**src/rtl/dual_adc_pkg.sv**
```systemverilog
// Shared types and widths for the dual ADC capture path.
// Latency: n/a (declarations only).
// Backpressure: n/a.
package dual_adc_pkg;

    localparam int ADC_W    = 8;
    localparam int SAMPLE_W = 16;

    typedef enum logic [1:0] {
        IDLE    = 2'd0,
        ARMED   = 2'd1,
        CAPTURE = 2'd2
    } state_t;

endpackage

```
**src/rtl/sample_fifo.sv**
```systemverilog
// Synchronous first-word-fall-through FIFO for captured sample pairs.
// Latency: write to not-empty 1 cycle; head word is visible combinationally from storage.
// Backpressure: writes while full are dropped unless a pop happens in the same cycle.
//
// Ports:
//   clk, rst_n        clock, async active-low reset (flushes pointers and count)
//   wr_en, wr_data    push request and word
//   rd_en             pop request, ignored while empty
//   rd_data           head word, forced to 0 while empty
//   full, empty       occupancy flags
module sample_fifo #(
    parameter int WIDTH = 16,
    parameter int DEPTH = 64
) (
    input  logic             clk,
    input  logic             rst_n,
    input  logic             wr_en,
    input  logic [WIDTH-1:0] wr_data,
    input  logic             rd_en,
    output logic [WIDTH-1:0] rd_data,
    output logic             full,
    output logic             empty
);

    localparam int AW = $clog2(DEPTH);
    localparam logic [AW:0] DEPTH_C = (AW + 1)'(DEPTH);

    logic [WIDTH-1:0] mem [DEPTH];
    logic [AW-1:0]    wr_ptr;
    logic [AW-1:0]    rd_ptr;
    logic [AW:0]      count;
    logic             do_wr;
    logic             do_rd;

    assign full  = (count == DEPTH_C);
    assign empty = (count == '0);

    // A pop in the same cycle frees the slot, so a write when full still lands.
    assign do_rd = rd_en && !empty;
    assign do_wr = wr_en && (!full || do_rd);

    // Gate the head so the stream reads 0 while nothing is stored.
    assign rd_data = empty ? '0 : mem[rd_ptr];

    always_ff @(posedge clk) begin
        if (do_wr) begin
            mem[wr_ptr] <= wr_data;
        end
    end

    always_ff @(posedge clk or negedge rst_n) begin
        if (!rst_n) begin
            wr_ptr <= '0;
            rd_ptr <= '0;
            count  <= '0;
        end else begin
            if (do_wr) begin
                wr_ptr <= wr_ptr + 1'b1;
            end
            if (do_rd) begin
                rd_ptr <= rd_ptr + 1'b1;
            end
            case ({do_wr, do_rd})
                2'b10:   count <= count + 1'b1;
                2'b01:   count <= count - 1'b1;
                default: count <= count;
            endcase
        end
    end

endmodule

```
**src/rtl/dual_adc_capture.sv**
```systemverilog
// Dual 8-bit ADC capture: register, decimate, arm/trigger on channel A, stream {B,A} pairs.
// Latency: ADC pin to FIFO write 2 cycles; FIFO write to out_valid 1 cycle.
// Backpressure: out_valid/out_ready stream from a FWFT FIFO; writes into a full FIFO are dropped and flagged.
//
// Ports:
//   clk, nReset              system clock, async active-low reset
//   adc_a_c, adc_b_c         ADC sample clocks (copies of clk)
//   adc_a_d, adc_b_d         ADC data, offset binary
//   arm, force_trig          start a capture / trigger immediately while armed
//   trig_rise, trig_level    trigger polarity and threshold on channel A
//   out_data/valid/ready     {B,A} sample-pair stream
//   busy, done, overflow     status: capture in progress, last-sample pulse, sticky drop flag
//
// Build option: define DUAL_ADC_TEST_PATTERN_EN to replace the ADC pins with an internal ramp
// (A = ramp, B = ~ramp) for loopback without ADCs.
module dual_adc_capture
    import dual_adc_pkg::*;
#(
    parameter int DECIM       = 1,
    parameter int CAPTURE_LEN = 256,
    parameter int FIFO_DEPTH  = 64
) (
    input  logic                clk,
    input  logic                nReset,
    output logic                adc_a_c,
    output logic                adc_b_c,
    input  logic [ADC_W-1:0]    adc_a_d,
    input  logic [ADC_W-1:0]    adc_b_d,
    input  logic                arm,
    input  logic                force_trig,
    input  logic                trig_rise,
    input  logic [ADC_W-1:0]    trig_level,
    output logic [SAMPLE_W-1:0] out_data,
    output logic                out_valid,
    input  logic                out_ready,
    output logic                busy,
    output logic                done,
    output logic                overflow
);

    localparam int DCNT_W = $clog2(DECIM) + 1;
    localparam logic [DCNT_W-1:0] DCNT_MAX = DCNT_W'(DECIM - 1);
    localparam int CNT_W = $clog2(CAPTURE_LEN + 1);
    localparam logic [CNT_W-1:0] LEN_C = CNT_W'(CAPTURE_LEN);

    state_t            state;
    logic [ADC_W-1:0]  src_a;
    logic [ADC_W-1:0]  src_b;
    logic [ADC_W-1:0]  s1_a;
    logic [ADC_W-1:0]  s1_b;
    logic [ADC_W-1:0]  s2_a;
    logic [ADC_W-1:0]  s2_b;
    logic [ADC_W-1:0]  prev_a;
    logic              prev_vld;
    logic [DCNT_W-1:0] dcnt;
    logic              strobe;
    logic [CNT_W-1:0]  count;
    logic [CNT_W-1:0]  count_nxt;
    logic              rise_hit;
    logic              fall_hit;
    logic              trig_hit;
    logic              wr_en;
    logic              fifo_full;
    logic              fifo_empty;

    assign adc_a_c = clk;
    assign adc_b_c = clk;

`ifdef DUAL_ADC_TEST_PATTERN_EN
    logic [ADC_W-1:0] ramp;

    always_ff @(posedge clk or negedge nReset) begin
        if (!nReset) begin
            ramp <= '0;
        end else begin
            ramp <= ramp + 1'b1;
        end
    end

    assign src_a = ramp;
    assign src_b = ~ramp;
`else
    assign src_a = adc_a_d;
    assign src_b = adc_b_d;
`endif

    // Stage 1 captures the pins, stage 2 is the "current" sample used by trigger and FIFO.
    always_ff @(posedge clk or negedge nReset) begin
        if (!nReset) begin
            s1_a <= '0;
            s1_b <= '0;
            s2_a <= '0;
            s2_b <= '0;
        end else begin
            s1_a <= src_a;
            s1_b <= src_b;
            s2_a <= s1_a;
            s2_b <= s1_b;
        end
    end

    // Free-running decimator; strobe on the zero phase.
    always_ff @(posedge clk or negedge nReset) begin
        if (!nReset) begin
            dcnt <= '0;
        end else if (dcnt == DCNT_MAX) begin
            dcnt <= '0;
        end else begin
            dcnt <= dcnt + 1'b1;
        end
    end

    assign strobe = (dcnt == '0);

    assign rise_hit  = (prev_a < trig_level) && (s2_a >= trig_level);
    assign fall_hit  = (prev_a > trig_level) && (s2_a <= trig_level);
    assign trig_hit  = force_trig || (prev_vld && (trig_rise ? rise_hit : fall_hit));
    assign count_nxt = count + 1'b1;

    assign wr_en = strobe && (((state == ARMED) && trig_hit) || (state == CAPTURE));

    always_ff @(posedge clk or negedge nReset) begin
        if (!nReset) begin
            state    <= IDLE;
            count    <= '0;
            done     <= 1'b0;
            busy     <= 1'b0;
            overflow <= 1'b0;
            prev_a   <= '0;
            prev_vld <= 1'b0;
        end else begin
            done <= 1'b0;

            if (strobe) begin
                prev_a   <= s2_a;
                prev_vld <= 1'b1;
            end

            // The sample counter still advances on a drop so capture length stays fixed.
            if (wr_en && fifo_full && !out_ready) begin
                overflow <= 1'b1;
            end

            case (state)
                IDLE: begin
                    // An arm coinciding with the done pulse is discarded.
                    busy <= arm && !done;
                    if (arm && !done) begin
                        state    <= ARMED;
                        overflow <= 1'b0;
                        count    <= '0;
                        prev_vld <= 1'b0;
                    end
                end
                ARMED: begin
                    busy <= 1'b1;
                    if (wr_en) begin
                        count <= CNT_W'(1);
                        if (LEN_C == CNT_W'(1)) begin
                            done  <= 1'b1;
                            state <= IDLE;
                        end else begin
                            state <= CAPTURE;
                        end
                    end
                end
                CAPTURE: begin
                    // busy stays high through the done cycle and drops after it.
                    busy <= 1'b1;
                    if (wr_en) begin
                        count <= count_nxt;
                        if (count_nxt == LEN_C) begin
                            done  <= 1'b1;
                            state <= IDLE;
                        end
                    end
                end
                default: begin
                    busy  <= 1'b0;
                    state <= IDLE;
                end
            endcase
        end
    end

    sample_fifo #(
        .WIDTH (SAMPLE_W),
        .DEPTH (FIFO_DEPTH)
    ) u_fifo (
        .clk     (clk),
        .rst_n   (nReset),
        .wr_en   (wr_en),
        .wr_data ({s2_b, s2_a}),
        .rd_en   (out_ready),
        .rd_data (out_data),
        .full    (fifo_full),
        .empty   (fifo_empty)
    );

    assign out_valid = !fifo_empty;

endmodule
```
**config.mk**
```make
export PLATFORM = sky130hd
export DESIGN_NAME = dual_adc_capture
export DESIGN_NICKNAME = d
export VERILOG_FILES = /design/src/rtl/dual_adc_pkg.sv /design/src/rtl/sample_fifo.sv /design/src/rtl/dual_adc_capture.sv
export SDC_FILE = /design/constraint.sdc
export NUM_CORES = 1
export LEC_CHECK = 0
export BUFFER_PORTS_ARGS = -buffer_cell sky130_fd_sc_hd__buf_4
export CAP_MARGIN = 40
export CORE_UTILIZATION = 30
export DETAILED_ROUTE_END_ITERATION = 10
export RECOVER_POWER = 25
export SLEW_MARGIN = 20
export SYNTH_ARGS = -nofsm -noshare
export SYNTH_HDL_FRONTEND = slang
export SYNTH_SLANG_ARGS = --single-unit
```
**constraint.sdc**
```tcl
create_clock -name clk -period 6.4 [get_ports clk]
set_input_delay 0.32 -clock clk [delete_from_list [all_inputs] [get_ports clk]]
set_output_delay 0.32 -clock clk [all_outputs]
set_load 0.02 [all_outputs]
```
### Word-level counts from Yosys, hierarchy flattened

Memory sizes are Yosys's and may differ from the RTL's.
Cells that the tools add are included.

| operators by class | value |
|---|---|
| add/subtract/negate cells | 6 |
| order comparisons | 4 |
| eq/ne operators | 10 |
| muxes and demuxes | 25 |
| bitwise gates (word level) | 1 |
| reduce and logical (&&, ||, !) cells | 24 |

Operator list:

| kind | number |
|---|---|
| two-way mux 9 bit | 3 |
| one-hot mux 9 bit (3 select lines) | 1 |
| two-way mux 16 bit | 1 |
| one-hot mux 7 bit (2 select lines) | 1 |
| two-way mux 1 bit | 13 |
| adder 6 x 1 -> 6 bit (second input constant) | 2 |
| logical AND 1 bit | 10 |
| adder 9 x 1 -> 9 bit (second input constant) | 1 |
| equality test 9 bit (second input constant) | 1 |
| >= comparator 8 bit | 1 |
| greater-than comparator 8 bit | 1 |
| <= comparator 8 bit | 1 |
| less-than comparator 8 bit | 1 |
| two-way mux 2 bit | 4 |
| AND reduction 4 bit | 2 |
| adder 7 x 1 -> 7 bit (second input constant) | 1 |
| equality test 7 bit (second input constant) | 1 |
| logical NOT 7 bit | 1 |
| subtractor 7 x 1 -> 7 bit (second input constant) | 1 |
| != test 2 x 1 -> 1 bit (second input constant) | 3 |
| one-hot mux 2 bit (3 select lines) | 1 |
| equality test 2 x 1 -> 1 bit (second input constant) | 2 |
| equality test 2 bit (second input constant) | 2 |
| logical NOT 1 bit | 4 |
| other kinds (9) | 11 |

| storage, ports and cells | value |
|---|---|
| register bits | 75 |
| RAM bits | 1024 |
| bits of input ports | 30 |
| word-level logic and storage cells | 86 |
| memories | 1 |

Memories:

| memory | words | bits a word | rd ports | clocked after memory_dff | write ports | line | source |
|---|---|---|---|---|---|---|---|
| u_fifo.mem | 64 | 16 | 1 | 0 | 1 | sample_fifo.sv:28 | `logic [WIDTH-1:0] mem [DEPTH];` |

### Longest topological paths before layout

Gate-level depths: netlist (run 1).

| logic depth | value |
|---|---|
| depth after elaboration | 13 |
| depth in mapped cells | 17 |
| depth with buffers taken out | 16 |

### Hierarchy

A second synthesis (run 1) with hierarchy kept.

| unflattened totals | value |
|---|---|
| cells, all modules | 2090 |
| area, all modules | 42615.9 um^2 |

Modules (own cells, without submodules):

| module | instances | cells each | area each (um^2) |
|---|---|---|---|
| sample_fifo | 1 | 1884 | 40169.8 |
| dual_adc_capture | 1 | 206 | 2446.1 |

==> flow_metrics.py, run 1 <==
metrics = {
    "placement": {
        "hpwlAfterDp_microns": 58600,
        "place_area_sq_mm": 0.0458,
        "gp_congestion": 0.758,
        "portBuffers": 51,
    },
    "power_and_ir_drop": {
        "p_clk_frac": 0.311,
        "peakVddDrop_v": 0.000269,
        "internal_power_uw": 14800,
        "switching_share": 0.292,
        "p_switching_uw": 6130,
        "power_per_cell_area_mw_per_mm2": 422,
        "p_leak_uw": 0.0156,
        "power_frac_seq": 0.400,
        "p_comb_frac": 0.289,
    },
    "logic_synthesis": {
        "ys_seq_area_frac": 0.766,
        "syn-num-nets": 1899,
        "synth-edff-count": 1024,
        "ys.flop_type": "edfxtp_1",
        "netlist_area_sq_mm": 0.0426,
        "avgSynthCellArea_sq_um": 23.2,
        "yosys-top-cells-count": "edfxtp_1, mux4_2, nor2_1, dfrtp_1, clkbuf_1",
        "yosysTopAreaCell": "edfxtp_1",
        "synthTopCellsByArea": "edfxtp_1, mux4_2, dfrtp_1",
        "synthDistinctLibCells": 49,
        "synth_most_common_cell": "edfxtp_1",
        "ys_warn_count": 0,
        "synthArstFlopShare": 0.0674,
        "netlist_instances": 1838,
        "synth-seq-cells": 1098,
        "synth_top_area_share": 0.722,
    },
    "cells_and_area": {
        "nFillCells": 12800,
        "ff_latch_area_sq_mm": 0.0326,
        "multi_input_area_sq_mm": 0.00949,
        "drive_gt1_frac": 0.317,
        "nNetsFinal": 2093,
        "final_core_util": 0.354,
        "finish.instance_area_sq_mm": 0.0497,
        "synthToLayoutAreaGrowth_pct": 16.6,
    },
    "floorplanning": {
        "core_area_sq_mm": 0.140,
        "die_area_sq_mm": 0.143,
        "chipHeight_microns": 379,
        "rows": 137,
        "start_util": 0.304,
        "die_w_microns": 379,
        "ios": 52,
    },
    "global_routing": {
        "grt_pass1_vias": 20600,
        "met1_usage": 0.189,
        "grt_usage": 0.141,
        "grt_use_met2": 0.234,
        "grt_max_degree": 79,
        "top_usage_layer": "met2",
        "grt_use_met3": 0.0261,
        "gr-total-overflow": 0,
        "grt_pass1_wl_microns": 146000,
        "antenna_found_initial": 11,
    },
    "min_path": {
        "hp-class": "input port to register",
        "hp-start": "adc_b_d[4]",
        "holdPathStages": 2,
        "hold_end": "s1_b[4]$_DFF_PN0_",
    },
    "routing": {
        "routed-via-count": 19600,
        "ant_nets": 0,
        "dr.pass1.iters": 5,
        "wl_per_cell_microns": 25.1,
        "drt_iter0_drc": 2142,
        "drc": 0,
        "routed_wl_microns": 100000,
        "via_per_inst": 4.92,
    },
    "sta": {
        "finalCritPeriodShare": 0.707,
        "rsz0062_at_grt": "no",
        "hold_viol_final": 0,
        "relSlewSlack": -1.13,
        "setup-violations-final": 0,
        "fmax_ghz": 0.221,
        "setup_tns_ps": 0,
        "drv_slew": 296,
        "worst_pin_slew_ps": 3190,
        "finalClockSkew_ps": 19.7,
        "min_period_ps": 4530,
    },
    "setup_path": {
        "r2r_cells": 16,
        "worstReg2RegStart": "s2_a[5]$_DFF_PN0_",
        "endpoint_kind": "output pin",
        "cp-start-kind": "register",
        "critical_path_required_ps": 6080,
        "worst_ep_arrival_time_ps": 4210,
        "path_class": "register to output pin",
        "r2r_end": "u_fifo.count[6]$_DFFE_PN0P_",
        "reg2reg_slack_ps": 1910,
        "crit_fanout": 32,
    },
    "outcome": {
        "violations": "capacitance limit, slew limit",
        "outcome": "complete, but fails checks",
    },
    "flow_run": {
        "cap_viol_max_count": 5,
    },
    "clocking": {
        "cts_tree": "yes",
        "postCtsSetupRepairBufs": 0,
        "path_clk_slew_ps": 60,
        "clock_latency_ps": 790,
    },
}
-- cell type report --
cell class,instances,area share
flip-flops and latches,1098,0.657
multi-input cells,628,0.191
clock buffers,136,0.0597
well taps,1876,0.0473
repair buffers,172,0.0292
clock inverters,66,0.0139
inverters,18,0.00136
diodes,1,0.0000504
-- sequential cells by signal, indices dropped and copies added, names as in the netlist, 2 cells and up --
signal	count
count	9
prev_a	8
s1_a	8
s1_b	8
s2_a	8
s2_b	8
state	2
u_fifo.count	7
u_fifo.mem	1024
u_fifo.rd_ptr	6
u_fifo.wr_ptr	6
-- layout by cell type (no fill, tap or decap), drive strengths merged, types with 2 or more instances in the layout --
master | synthesis | layout
a21boi | 3 | 3
a21o | 5 | 5
a21oi | 20 | 20
and2 | 18 | 18
and3 | 2 | 2
buf | 44 | 128
bufinv | 0 | 14
clkbuf | 50 | 159
clkinv | 0 | 42
clkinvlp | 0 | 6
dfrtp | 74 | 74
dlygate4sd3 | 0 | 21
edfxtp | 1024 | 1024
ha | 30 | 30
inv | 18 | 22
mux2 | 8 | 8
mux2i | 2 | 2
mux4 | 336 | 336
nand2 | 17 | 17
nand3 | 11 | 11
nand3b | 3 | 3
nand4 | 12 | 12
nand4b | 3 | 3
nor2 | 78 | 78
nor2b | 4 | 4
nor3 | 9 | 9
nor3b | 3 | 3
nor4 | 2 | 2
o211ai | 2 | 2
o21a | 4 | 4
o21ai | 8 | 8
o21bai | 2 | 2
o221ai | 2 | 2
o22ai | 3 | 3
o2bb2ai | 7 | 7
or2 | 4 | 4
or3 | 2 | 2
or3b | 2 | 2
xnor2 | 12 | 12
xor2 | 4 | 4
-- layer usage --
metal  wire length [microns]  vias to the layer above
met1                   42000                    10600
met5                      15                        -
met4                    2340                        2
met2                   49700                      702
met3                    6300                      140
li1                        -                     8180
-- worst max-delay path by stage --
stage	from	end	slack, ps	cells after the start
2_1_floorplan	s2_a[1]$_DFF_PN0_	u_fifo.count[6]$_DFFE_PN0P_	1920	16
3_3_place_gp	s2_a[0]$_DFF_PN0_	u_fifo.count[6]$_DFFE_PN0P_	2050	18
3_5_place_dp	s2_a[0]$_DFF_PN0_	u_fifo.count[6]$_DFFE_PN0P_	1980	18
4_1_cts	u_fifo.rd_ptr[0]$_DFFE_PN0P_	out_data[5]	1750	7
5_1_grt	nReset	u_fifo.rd_ptr[2]$_DFFE_PN0P_	1310	5
6_report	u_fifo.rd_ptr[0]$_DFFE_PN0P_	out_data[5]	1870	7
-- kinds of logic after synthesis --
family                     Yosys count  share of synthesized area
AOI/OAI and AO/OA                   63                    0.00993
xor gates and xnor gates            16                    0.00329
adders and majority gates           31                    0.00929
buffers and inverters              112                     0.0118
DFF                               1098                      0.766
muxes                              346                      0.180
and+or+nand+nor                    172                     0.0196
-- critical path: stages (launching register included) --
cell and delay [ps]:
dfrtp_4 560, buf_16 300, buf_4 470, mux4_2 610
mux4_2 530, mux4_2 560, and2_1 200, buf_4 160
-- timing repair --
action                    in CTS  in global routing
hold buffers                  20                  1
resized for setup              0                  0
hold endpoints to repair      96                  5
-- through the flow --
stage,std cells,power (uW),hold slack [ps],setup slack [ps]
2_1_floorplan,1838,12500,24.4,1920
3_3_place_gp,3764,14600,202,2050
3_5_place_dp,3770,14700,197,1980
4_1_cts,3990,21200,125,1750
5_1_grt,3995,21700,159,1310
6_report,3995,21000,198,1870
-- power groups by stage --
| stage | Clock (uW) | Sequential [uW] | Combinational (uW) |
|---|---|---|---|
| 4_1_cts | 6650 | 8380 | 6200 |
| 3_5_place_dp | 36.5 | 8530 | 6180 |
| 3_3_place_gp | 36.5 | 8650 | 5920 |
| 6_report | 6520 | 8390 | 6050 |
| 5_1_grt | 6910 | 8410 | 6410 |
| 2_1_floorplan | 36.5 | 8350 | 4100 |
Power figures use the tool's default switching activity.
==> run 2: changes to the inputs <==
==> constraint.sdc (replaced) <==
create_clock -name clk -period 4.6 [get_ports clk]
set_input_delay 0.23 -clock clk [delete_from_list [all_inputs] [get_ports clk]]
set_output_delay 0.23 -clock clk [all_outputs]
set_load 0.02 [all_outputs]
==> flow_metrics.py, run 2 (same netlist as run 1, synthesis figures left out) <==
metrics = {
    "power_and_ir_drop": {
        "p_leak_uw": 0.0156,
        "peakVddDrop_v": 0.000325,
        "power_per_cell_area_mw_per_mm2": 586,
    },
    "clocking": {
        "postCtsSetupRepairBufs": 0,
        "cts_tree": "yes",
        "path_clk_slew_ps": 60,
        "clock_latency_ps": 820,
    },
    "global_routing": {
        "antenna_found_initial": 10,
        "grt_pass1_vias": 20500,
        "grt_pass1_wl_microns": 146000,
        "gr-total-overflow": 0,
        "grt_max_degree": 91,
        "grt_usage": 0.142,
    },
    "routing": {
        "dr.pass1.iters": 7,
        "routed-via-count": 19800,
        "ant_nets": 0,
        "drt_iter0_drc": 2215,
        "drc": 0,
        "routed_wl_microns": 100000,
        "via_per_inst": 4.93,
        "wl_per_cell_microns": 25.0,
    },
    "setup_path": {
        "reg2reg_slack_ps": 530,
        "r2r_cells": 13,
        "worstReg2RegStart": "u_fifo.count[3]$_DFFE_PN0P_",
        "crit_fanout": 56,
        "critical_path_required_ps": 4370,
        "cp-start-kind": "register",
        "path_cells": "buf_12 -> mux4_2 -> mux4_2 -> mux4_2 -> and2_1 -> buf_4",
        "endpoint_kind": "output pin",
        "crit_path_top_delay_cell": "dfrtp_4",
        "r2r_end": "u_fifo.count[6]$_DFFE_PN0P_",
        "path_buf_inv": 2,
        "cp_top_family": "multiplexers",
        "path_class": "register to output pin",
        "worst_ep_arrival_time_ps": 4110,
        "cp_common_cell": "mux4_2",
        "critical-path-max-stage-delay_ps": 750,
    },
    "cells_and_area": {
        "synthToLayoutAreaGrowth_pct": 16.7,
        "drive_gt1_frac": 0.316,
        "top_register": "u_fifo.mem",
        "final_common_cell": "edfxtp_1",
        "finish.instance_area_sq_mm": 0.0497,
        "largest_register_ffs": 1024,
        "reg.largest.list": "u_fifo.mem x1024, count x9",
        "nNetsFinal": 2095,
        "mostFrequentLayoutCells": "edfxtp_1, mux4_2, clkbuf_16, buf_4, nor2_1",
    },
    "placement": {
        "hpwlAfterDp_microns": 59000,
        "gp_congestion": 0.788,
        "portBuffers": 51,
        "place_area_sq_mm": 0.0460,
    },
    "floorplanning": {
        "rows": 137,
        "die_w_microns": 379,
        "ios": 52,
        "die_area_sq_mm": 0.143,
        "start_util": 0.304,
        "core_area_sq_mm": 0.140,
        "chipHeight_microns": 379,
    },
    "sta": {
        "finalClockSkew_ps": 37.6,
        "relSlewSlack": -1.15,
        "worst_pin_slew_ps": 3220,
        "drv_slew": 842,
        "setup_tns_ps": 0,
        "fmax_ghz": 0.230,
        "finalCritPeriodShare": 0.944,
        "hold_slack_ps": 109,
        "setup-violations-final": 0,
        "rsz0062_at_grt": "no",
        "hold_viol_final": 0,
        "min_period_ps": 4340,
    },
    "outcome": {
        "outcome": "complete, but fails checks",
        "violations": "capacitance limit, slew limit",
    },
    "min_path": {
        "holdPathStages": 2,
        "hold_end": "s1_a[3]$_DFF_PN0_",
        "hp-start": "adc_a_d[3]",
        "hp-class": "input port to register",
    },
    "flow_run": {
        "cap_viol_max_count": 15,
    },
}
[run 2: cell count changes in the layout (fill, tap and decap cells not counted), sizes merged]
cell         previous run  this run
buf                   128       127
inv                    22        24
diode                   1         3
clkbuf                159       166
clkinv                 42        40
dlygate4sd3            21        20
clkinvlp                6         8
bufinv                 14        13
[run 2: metal layers]
metal | up-vias | global-route usage | part of all wire
met5 | - | 0 | 0
li1 | 8179 | - | -
met2 | 631 | 0.240 | 0.51
met3 | 103 | 0.0218 | 0.057
met4 | 0 | 0.0335 | 0.017
met1 | 10800 | 0.191 | 0.41
[run 2: repair_timing]
| action | in CTS | in global routing |
|---|---|---|
| gates resized for setup | 0 | 0 |
| setup endpoints to repair | 0 | 0 |
| hold buffers | 21 | 0 |
| hold endpoints to repair | 98 | 0 |
[run 2: worst max path at each step]
stage                            startpoint                     endpoint  cells after the start
6_report       u_fifo.rd_ptr[0]$_DFFE_PN0P_                  out_data[1]                      6
3_5_place_dp    u_fifo.count[3]$_DFFE_PN0P_  u_fifo.count[6]$_DFFE_PN0P_                     13
4_1_cts        u_fifo.rd_ptr[0]$_DFFE_PN0P_                  out_data[1]                      6
2_1_floorplan             s2_a[1]$_DFF_PN0_  u_fifo.count[6]$_DFFE_PN0P_                     16
5_1_grt        u_fifo.rd_ptr[0]$_DFFE_PN0P_                  out_data[1]                      6
3_3_place_gp           state[0]$_DFFE_PN0P_  u_fifo.count[6]$_DFFE_PN0P_                     15
[run 2: worst register-to-register path: cells and delay by family, from the launching register on]
family,cells,cell delay [ps]
AND/OR/NAND/NOR,6,1770
flip-flops,1,400
adder cells (fa/ha/maj),1,440
AO/OA/AOI/OAI,6,1320
[run 2: power by group]
group	switching (uW)	leakage, uW	internal, uW
clock	3790	0.00179	5250
sequential	497	0.0101	11300
combinational	4260	0.00371	4060
[run 2: cell type report]
cell class	count	area, sq um
Clock buffer	136	2910
Sequential cell	1098	32600
Multi-Input combinational cell	628	9480
Clock inverter	67	776
Tap cell	1876	2350
Fill cell	12800	90500
Antenna cell	3	7.51
Timing Repair Buffer	177	1480
Inverter	18	67.6
[run 2: through the flow]
stage | worst slack [ps] | std cells | power [uW] | utilization
after detailed placement | 638 | 3778 | 20500 | 0.328
after floorplan | 123 | 1838 | 17400 | -
after global routing | 42.9 | 4001 | 30200 | 0.354
final | 256 | 4003 | 29100 | 0.354
after CTS | 147 | 4000 | 29500 | 0.356
after global placement | 755 | 3768 | 20400 | 0.327
==> run 3: changes to the inputs <==
--- a/config.mk
+++ b/config.mk
@@ -5,7 +5,7 @@
 export SDC_FILE = /design/constraint.sdc
 export NUM_CORES = 1
 export LEC_CHECK = 0
-export BUFFER_PORTS_ARGS = -buffer_cell sky130_fd_sc_hd__buf_4
+export BUFFER_PORTS_ARGS = -buffer_cell sky130_fd_sc_hd__buf_2
 export CAP_MARGIN = 40
 export CORE_UTILIZATION = 30
 export DETAILED_ROUTE_END_ITERATION = 10
==> constraint.sdc (replaced) <==
create_clock -name clk -period 4.6 [get_ports clk]
set_input_delay 0.23 -clock clk [delete_from_list [all_inputs] [get_ports clk]]
set_output_delay 0.23 -clock clk [all_outputs]
set_load 0.005 [all_outputs]
==> flow_metrics.py, run 3 (same netlist as run 1, synthesis figures left out) <==
metrics = {
    "outcome": {
        "outcome": "complete, but fails checks",
        "violations": "capacitance limit, slew limit",
    },
    "clocking": {
        "path_clk_slew_ps": 60,
        "cts_tree": "yes",
        "postCtsSetupRepairBufs": 0,
        "holdBufCountCts": 21,
        "clock_latency_ps": 790,
        "ctsResizeCount": 0,
    },
    "floorplanning": {
        "rows": 137,
        "ios": 52,
        "chipHeight_microns": 379,
        "core_area_sq_mm": 0.140,
        "start_util": 0.304,
        "die_area_sq_mm": 0.143,
        "die_w_microns": 379,
    },
    "cells_and_area": {
        "finish.instance_area_sq_mm": 0.0496,
        "largest_register_ffs": 1024,
        "nNetsFinal": 2103,
        "final_core_util": 0.354,
        "final_common_cell": "edfxtp_1",
        "drive_gt1_frac": 0.319,
        "top_register": "u_fifo.mem",
        "mostFrequentLayoutCells": "edfxtp_1, mux4_2, clkbuf_16, buf_4, nor2_1",
        "reg.largest.list": "u_fifo.mem x1024, count x9",
        "synthToLayoutAreaGrowth_pct": 16.5,
    },
    "min_path": {
        "hp-class": "input port to register",
        "holdPathStages": 2,
    },
    "sta": {
        "fmax_ghz": 0.236,
        "hold_viol_final": 0,
        "relSlewSlack": -1.18,
        "drv_slew": 867,
        "finalCritPeriodShare": 0.922,
        "rsz0062_at_grt": "no",
        "worst_pin_slew_ps": 3270,
        "setup_tns_ps": 0,
        "finalClockSkew_ps": 22.8,
        "min_period_ps": 4240,
        "setup-violations-final": 0,
        "setup_ws_ps": 360,
    },
    "power_and_ir_drop": {
        "power_frac_seq": 0.408,
        "p_clk_frac": 0.312,
        "p_comb_frac": 0.279,
        "power_per_cell_area_mw_per_mm2": 577,
        "peakVddDrop_v": 0.000403,
        "p_leak_uw": 0.0156,
        "internal_power_uw": 20400,
        "p_switching_uw": 8210,
        "switching_share": 0.287,
    },
    "routing": {
        "routed-via-count": 19700,
        "wl_per_cell_microns": 25.0,
        "via_per_inst": 4.92,
        "ant_nets": 0,
        "dr.pass1.iters": 5,
        "routed_wl_microns": 100000,
        "drt_iter0_drc": 2207,
        "drc": 0,
    },
    "global_routing": {
        "met1_usage": 0.189,
        "grt_pass1_vias": 20800,
        "grt_use_met2": 0.238,
        "top_usage_layer": "met2",
        "gr-total-overflow": 0,
        "grt_max_degree": 86,
        "grt_usage": 0.141,
        "antenna_found_initial": 6,
        "grt_pass1_wl_microns": 146000,
        "grt_use_met3": 0.0216,
    },
    "placement": {
        "gp_congestion": 0.780,
        "portBuffers": 51,
        "dp_slack_ps": 688,
        "place_area_sq_mm": 0.0460,
        "hpwlAfterDp_microns": 58400,
    },
    "setup_path": {
        "worst_ep_arrival_time_ps": 4010,
        "cp-start-kind": "register",
        "path_class": "register to output pin",
        "r2r_cells": 15,
        "critical_path_required_ps": 4370,
        "crit_fanout": 85,
        "endpoint_kind": "output pin",
    },
    "flow_run": {
        "cap_viol_max_count": 16,
    },
}
## run 3: worst max-delay path: stages, from the launching register on
cell     delay, ps
dfrtp_4        470
buf_12         520
mux4_2         600
mux4_2         590
mux4_2         510
and2_1         230
buf_2          150
## run 3: area by class of cell
class,count,area (sq um)
antenna,3,7.51
tap,1876,2350
multi-input combinational,628,9510
clock buffer,143,3010
clock inverter,64,613
inverter,18,67.6
timing repair buffer,182,1440
sequential,1098,32600
fill,12900,90600
## run 3: path summary, 6_finish.rpt
| path | slack [ps] | end | startpoint |
|---|---|---|---|
| worst max-delay path | 360 | out_data[6] | u_fifo.rd_ptr[0]$_DFFE_PN0P_ |
| max in group asynchronous | 1010 | u_fifo.rd_ptr[2]$_DFFE_PN0P_ | nReset |
| worst max register to register | 550 | u_fifo.count[6]$_DFFE_PN0P_ | state[0]$_DFFE_PN0P_ |
| worst min-delay path | 90 | s1_a[3]$_DFF_PN0_ | adc_a_d[3] |
| min in group asynchronous | 1060 | busy$_DFF_PN0_ | nReset |
| worst min register to register | 350 | s2_b[7]$_DFF_PN0_ | s1_b[7]$_DFF_PN0_ |
## run 3: stage by stage
step / std cells / power, uW / hold WS [ps]
after floorplan: 1838 / 17100 / -65.6
after global placement: 3770 / 19900 / 313
after detailed placement: 3783 / 20100 / 199
after CTS: 4009 / 29000 / 40.6
after global routing: 4010 / 29700 / 87.6
final: 4012 / 28600 / 92.7
## run 3: power by group through the flow
stage / Clock [uW] / Sequential, uW / Combinational (uW)
detailed placement: 18.9 / 11900 / 8180
finish: 8930 / 11700 / 7990
CTS: 9100 / 11700 / 8210
floorplan: 28.2 / 11600 / 5480
global placement: 18.9 / 11900 / 8020
global route: 9470 / 11700 / 8490
## run 3: metal layers
layer	part of all wire	vias to the layer above
met1	0.42	10700
li1	-	8203
met3	0.057	128
met4	0.020	4
met2	0.50	646
met5	0.00021	-
